<file path="src/rtl/seg7_scan_display.sv">
// Scans a 16-bit word as 4 hex digits onto a common-anode 7-segment display.
// Outputs registered one cycle behind the scan state. Free-running: it takes no flow control.
module seg7_scan_display #(
  parameter int REFRESH_DIV = 100000,
  parameter int GUARD       = 16
) (
  input  logic        clk_in,
  input  logic        rst,
  input  logic [15:0] value,
  input  logic        blank_lz,
  input  logic [3:0]  dp_mask,
  output logic [3:0]  an,
  output logic [6:0]  seg,
  output logic        dp
);

  localparam int            CW       = (REFRESH_DIV > 1) ? $clog2(REFRESH_DIV) : 1;
  localparam logic [CW-1:0] DIV_LAST = CW'(REFRESH_DIV - 1);

  logic [CW-1:0] div_cnt_q, div_cnt_d;
  logic [1:0]    digit_q, digit_d;
  logic [15:0]   latch_q, latch_d;
  logic [3:0]    an_q, an_d;
  logic [6:0]    seg_q, seg_d;
  logic          dp_q, dp_d;

  logic          tick;
  logic          in_guard;
  logic [3:0]    nib;
  logic          lead_blank;

  function automatic logic [6:0] hex_to_seg(input logic [3:0] n);
    logic [6:0] s;
    s = 7'h7F;
    case (n)
      4'h0: s = 7'h40;
      4'h1: s = 7'h79;
      4'h2: s = 7'h24;
      4'h3: s = 7'h30;
      4'h4: s = 7'h19;
      4'h5: s = 7'h12;
      4'h6: s = 7'h02;
      4'h7: s = 7'h78;
      4'h8: s = 7'h00;
      4'h9: s = 7'h10;
      4'hA: s = 7'h08;
      4'hB: s = 7'h03;
      4'hC: s = 7'h46;
      4'hD: s = 7'h21;
      4'hE: s = 7'h06;
      4'hF: s = 7'h0E;
      default: s = 7'h7F;
    endcase
    return s;
  endfunction

  assign tick = (div_cnt_q == DIV_LAST);

  // Anodes stay dark for the first GUARD cycles of each slot to suppress ghosting.
  if (GUARD == 0) begin : g_no_guard
    assign in_guard = 1'b0;
  end else begin : g_guard
    localparam logic [CW-1:0] GUARD_C = CW'(GUARD);
    assign in_guard = (div_cnt_q < GUARD_C);
  end

  always_comb begin
    div_cnt_d = tick ? '0 : div_cnt_q + CW'(1);
    digit_d   = tick ? digit_q + 2'd1 : digit_q;
    latch_d   = (tick && (digit_q == 2'd3)) ? value : latch_q;
  end

  // A digit is a leading zero when it and every more significant nibble are zero.
  always_comb begin
    nib        = latch_q[3:0];
    lead_blank = 1'b0;
    case (digit_q)
      2'd0: begin
        nib        = latch_q[3:0];
        lead_blank = 1'b0;
      end
      2'd1: begin
        nib        = latch_q[7:4];
        lead_blank = blank_lz && (latch_q[15:4] == 12'h000);
      end
      2'd2: begin
        nib        = latch_q[11:8];
        lead_blank = blank_lz && (latch_q[15:8] == 8'h00);
      end
      2'd3: begin
        nib        = latch_q[15:12];
        lead_blank = blank_lz && (latch_q[15:12] == 4'h0);
      end
      default: begin
        nib        = latch_q[3:0];
        lead_blank = 1'b0;
      end
    endcase
  end

  always_comb begin
    an_d  = 4'hF;
    seg_d = 7'h7F;
    dp_d  = 1'b1;
    if (!in_guard) begin
      an_d  = ~(4'b0001 << digit_q);
      seg_d = lead_blank ? 7'h7F : hex_to_seg(nib);
      dp_d  = ~dp_mask[digit_q];
    end
  end

  always_ff @(posedge clk_in) begin
    if (!rst) begin
      div_cnt_q <= '0;
      digit_q   <= 2'd0;
      latch_q   <= 16'h0000;
      an_q      <= 4'hF;
      seg_q     <= 7'h7F;
      dp_q      <= 1'b1;
    end else begin
      div_cnt_q <= div_cnt_d;
      digit_q   <= digit_d;
      latch_q   <= latch_d;
      an_q      <= an_d;
      seg_q     <= seg_d;
      dp_q      <= dp_d;
    end
  end

  assign an  = an_q;
  assign seg = seg_q;
  assign dp  = dp_q;

endmodule

</file>
<file path="config.mk">
export PLATFORM = sky130hd
export DESIGN_NAME = seg7_scan_display
export DESIGN_NICKNAME = d
export VERILOG_FILES = /design/src/rtl/seg7_scan_display.sv
export SDC_FILE = /design/constraint.sdc
export NUM_CORES = 1
export LEC_CHECK = 0
export CAP_MARGIN = 5
export CORE_MARGIN = 1.5
export CORE_UTILIZATION = 30
export DETAILED_ROUTE_END_ITERATION = 12
export SETUP_SLACK_MARGIN = 0.4
export SLEW_MARGIN = 25
export SYNTH_ARGS = -nofsm -noshare
export SYNTH_HDL_FRONTEND = slang
export SYNTH_SLANG_ARGS = --single-unit
</file>
<file path="constraint.sdc">
create_clock -name clk_in -period 5.6 [get_ports clk_in]
set_input_delay 1.68 -clock clk_in [delete_from_list [all_inputs] [get_ports clk_in]]
set_output_delay 1.68 -clock clk_in [all_outputs]
set_load 0.02 [all_outputs]
</file>
**Word level (Yosys, flattened, before mapping)**

Memory sizes are Yosys's and may differ from the RTL's. A register that Yosys moved wholly into a read port is not among the register bits.
Cells that the tools add are included.

- Memory bits (writable): 0
- Register bits: 40
- Input bits: 23
- Memory bits (read-only): 112
- Memories: 1
- Latch bits: 0
- Output and inout bits: 12

Memory list:

| memory | words | bits a word | rd ports | clocked after memory_dff | write ports | line | RTL |
|---|---|---|---|---|---|---|---|
| (name not given) | 16 | 7 | 1 | 1 | 0 | 35 | `case (n)` |

- Muxes and demuxes: 4
- Shift-type cells: 1
- $mul: 0
- Bitwise operators: 3
- Magnitude comparators: 2
- Div/mod/pow operators: 0
- $add $sub $neg: 2
- Reductions and logical operators: 11
- Eq/ne operators: 4

Operator list:

| operator | count |
|---|---|
| 17-bit by 1-bit adder with 17-bit output (second input constant) | 1 |
| 17-bit equality test (second input constant) | 1 |
| 17-bit by 5-bit < comparator with 1-bit output (second input constant) | 1 |
| 4-bit case mux with 4 select lines | 1 |
| 12-bit logical NOT | 1 |
| 8-bit logical NOT | 1 |
| 2-bit equality test (second input constant) | 2 |
| 1-bit logical AND | 4 |
| 4-bit logical NOT | 1 |
| 4-bit inverter | 1 |
| 1-bit case mux with 4 select lines | 1 |
| 2-bit OR reduction | 2 |
| 1-bit by 2-bit << shifter with 4-bit output (first input constant) | 1 |
| 2-bit by 3-bit < comparator with 1-bit output (second input constant) | 1 |
| 3-bit OR reduction | 1 |
| 2-bit by 1-bit adder with 2-bit output (second input constant) | 1 |
| 1-bit binary-select mux with 2-bit select | 1 |
| 2-bit by 1-bit equality test with 1-bit output (second input constant) | 1 |
| 2-bit logical NOT | 1 |
| 1-bit inverter | 2 |
| 1-bit 2-to-1 mux | 1 |

**Logic depth before layout (Yosys ltp)**

- Depth in word-level cells: 4
- Depth in mapped cells: 10
- Mapped depth without buffers: 10

**Worst setup path before layout**

OpenSTA, ideal clock, no wires.

- Path kind: input port to flip-flop
- From: in blank_lz
- To: reg seg_q[0] (netlist: seg[0])
- Slack: 2.440 ns
- Arrival time: 3.081 ns
- Data required time: 5.521 ns
- Buffers on the path: 0
- Stages on the path: 4
- Library setup time: 0.079 ns
- Cells stage by stage: or4b_2 -> a2111oi_0 -> a21boi_1 -> a32oi_1

- Word-level cells in the longest chain between the ends: 3
- Elaborated cells between the ends (all ways): 5
- Those cells by class: mux (1); reduce/logical (4)

Ends and longest elaborated chain:

| item | line | RTL |
|---|---|---|
| start: declaration | 10 | `input logic blank_lz,` |
| 1-bit logical AND (on tied branches) | 92, 84, 88 |  |
| 1-bit case mux with 4 select lines (*) | 77 | `case (digit_q)` |
| 3-bit OR reduction (no source line) (*) | -- |  |
| end: declaration | 24 | `logic [6:0] seg_q, seg_d;` |

Mark *: on every way between the ends. The rest lies on a longest branch, timed or not.
A chain may end at the register's enable or synchronous reset.

**Worst setup path in the final report**

Ends and elaborated chain as after synthesis.

==> out/qor.csv <==
metric;value;unit
tritoncts;built;
utilization;37.4;%
routedWlPerCell;14.6;um
vias_per_cell;5.29;
drc_errors;0;
synthCells;262;
cts_root_buffer;clkbuf_8;
drv_cap;0;
p_leak;0.000920;uW
start_util;30.8;%
slew_viol_final;0;
r2r-start;digit_q[0];
globalRouteTotalUtil;13.9;%
area_delta_synth_final;21.2;%
synth_edf_count;0;
period_needed;3.56;ns
power_density;217;nW/um2
rsz0062_at_grt;false;
peakVddDrop;140;uV
start_kind;primary input;
synthArstFlopShare;0;%
grt_max_degree;24;
worstPathCellList;clkdlybuf4s50_1 -> or4b_2 -> a2111oi_0 -> a21boi_1 -> a32oi_1;
synth-seq-cells;47;
netlist_area;2370;um2
fmax;281;MHz
die_area;8440;um2
setup_viol;0;
numPortBuffers;34;
finalSetupTns;0;ns
syn_avg_cell_area;9.04;um2
final_cell_mix;dfxtp_1 (47), clkdlybuf4s50_1 (34), a21oi_1 (27);
drt-pass1-iter-count;7;
critPathMaxFanout;7;
drt-total-wl;5730;um
synth_cell_types;47;
synth_top_area_cell;dfxtp_1;
gp_congestion;0.800;
grt_pass1_vias;1954;
slew_headroom;34.8;%
antenna_cells;0;
ctsResizeCount;0;
drt_iter0_drc;189;
antenna_found_initial;0;
die_w;91.9;um
fin_skew;0.00664;ns
status;finished clean;
ctsHoldBuffers;0;
nets;323;
final_common_cell;dfxtp_1;
drive_gt1_share;6.23;%
cts_max_path_buffers;2;
vias;2070;
crit_type;primary input to flop;
core-area;7690;um2
clk_latency;0.30;ns
finalHoldViolations;0;
overflow;0;
end_kind;flop;
ys.flop_type;dfxtp_1;
slowest_stage;or4b_2;
ys_seq_area_share;39.7;%
hp-start;div_cnt_q[0];
cp.required;5.83;ns
ys_warn_count;0;
synth_top_area_share;39.7;%
grt_pass1_wl;9580;um
clkTransAtPathRegs;0.09;ns
hold_path.class;flop to flop;
clkSinkCount;47;
row_count;32;
postRouteAntennaNets;0;
die_height;91.9;um
pin_count;35;
synth_nets;297;
crit_arrival;3.78;ns
tightest_slew;0.974;ns
numCtsBuffers;5;
layout_worst_path_cycle_share;63.5;%
hpwl;3940;um
startpoint;blank_lz;
cpPeakStageDelay;0.58;ns
htree_num_levels;2;
synth.top_cells.by_area;dfxtp_1 (40%), ha_1 (6.3%), a21oi_1 (5.7%);
post_cts_buffers;0;
## worst max-delay path, delay by kind of cell
kind,cells,cell delay [ns]
buf+inv,1,0.46
simple gates,1,0.58
compound gates,3,1.06
## cells in the mapped netlist (2+ instances only)
cell type,number
inv_1,11
nand4_1,20
a222oi_1,4
mux2i_1,3
o31ai_1,15
nor3_1,2
o211ai_1,3
nand2_1,13
xnor2_1,6
or4_4,2
a211oi_1,4
nand3_1,13
nor2b_1,3
a21o_1,2
or4_1,4
nor2_1,14
a211o_1,2
dfxtp_1,47
clkbuf_1,8
or3_1,6
buf_6,3
and3_1,2
xor2_1,4
o21ai_0,8
buf_2,3
a21oi_1,27
a2111oi_0,2
ha_1,12
## registers in the layout, summed over array words and instances (netlist names)
register,cells
latch_q,16
seg,7
dp,1
an,4
div_cnt_q,17
digit_q,2
## where the power goes
group	total [uW]	switching (uW)	internal (uW)
clock network	261	116	145
registers	338	1.97	336
logic	25.7	9.34	16.3
total	624	127	497
## logic make-up (layout without fill, tap and decap cells)
group                      Yosys count  after routing  synth area share [%]
DFF                                 47             47                  39.7
and+or+nand+nor                     84             84                  20.1
muxes                                5              5                  2.69
xor gates and xnor gates            10             10                  3.70
buffers and inverters               28             55                  5.55
AOI/OAI and AO/OA                   76             76                  21.9
adders and majority gates           12             12                  6.34
## cell type report
cell class | count | area [um2]
multi-input cells | 187 | 1300
clock buffers | 6 | 82.6
repair buffers | 34 | 340
well taps | 102 | 128
fillers | 786 | 4820
clock inverters | 2 | 35.0
inverters | 13 | 48.8
flip-flops and latches | 47 | 941
## metal layers
| layer | wire length [um] | up-vias | global-route usage, % |
|---|---|---|---|
| met5 | 0 | - | 0 |
| met3 | 209 | 6 | 2.65 |
| met4 | 34 | 0 | 3.08 |
| met2 | 2770 | 47 | 22.4 |
| met1 | 2720 | 981 | 19.3 |
| li1 | - | 1036 | - |
## final timing paths
path | endpoint | slack [ns] | depth (start not counted)
max | seg[0] | 2.04 | 5
min reg2reg | div_cnt_q[0] | 0.47 | 1
min | div_cnt_q[0] | 0.47 | 1
max reg2reg | seg[0] | 2.39 | 5
## through the flow
stage | cell area [um2] | power [uW] | setup WS [ns] | instances | hold slack [ns]
floorplan | 2370 | 354 | 2.44 | 262 | 0.430
global placement | 2750 | 371 | 1.80 | 383 | 0.443
detailed placement | 2750 | 371 | 1.72 | 383 | 0.449
CTS | 2870 | 630 | 2.03 | 391 | 0.469
global route | 2870 | 646 | 1.93 | 391 | 0.501
finish | 2870 | 624 | 2.04 | 391 | 0.470
Power figures use the tool's default switching activity.
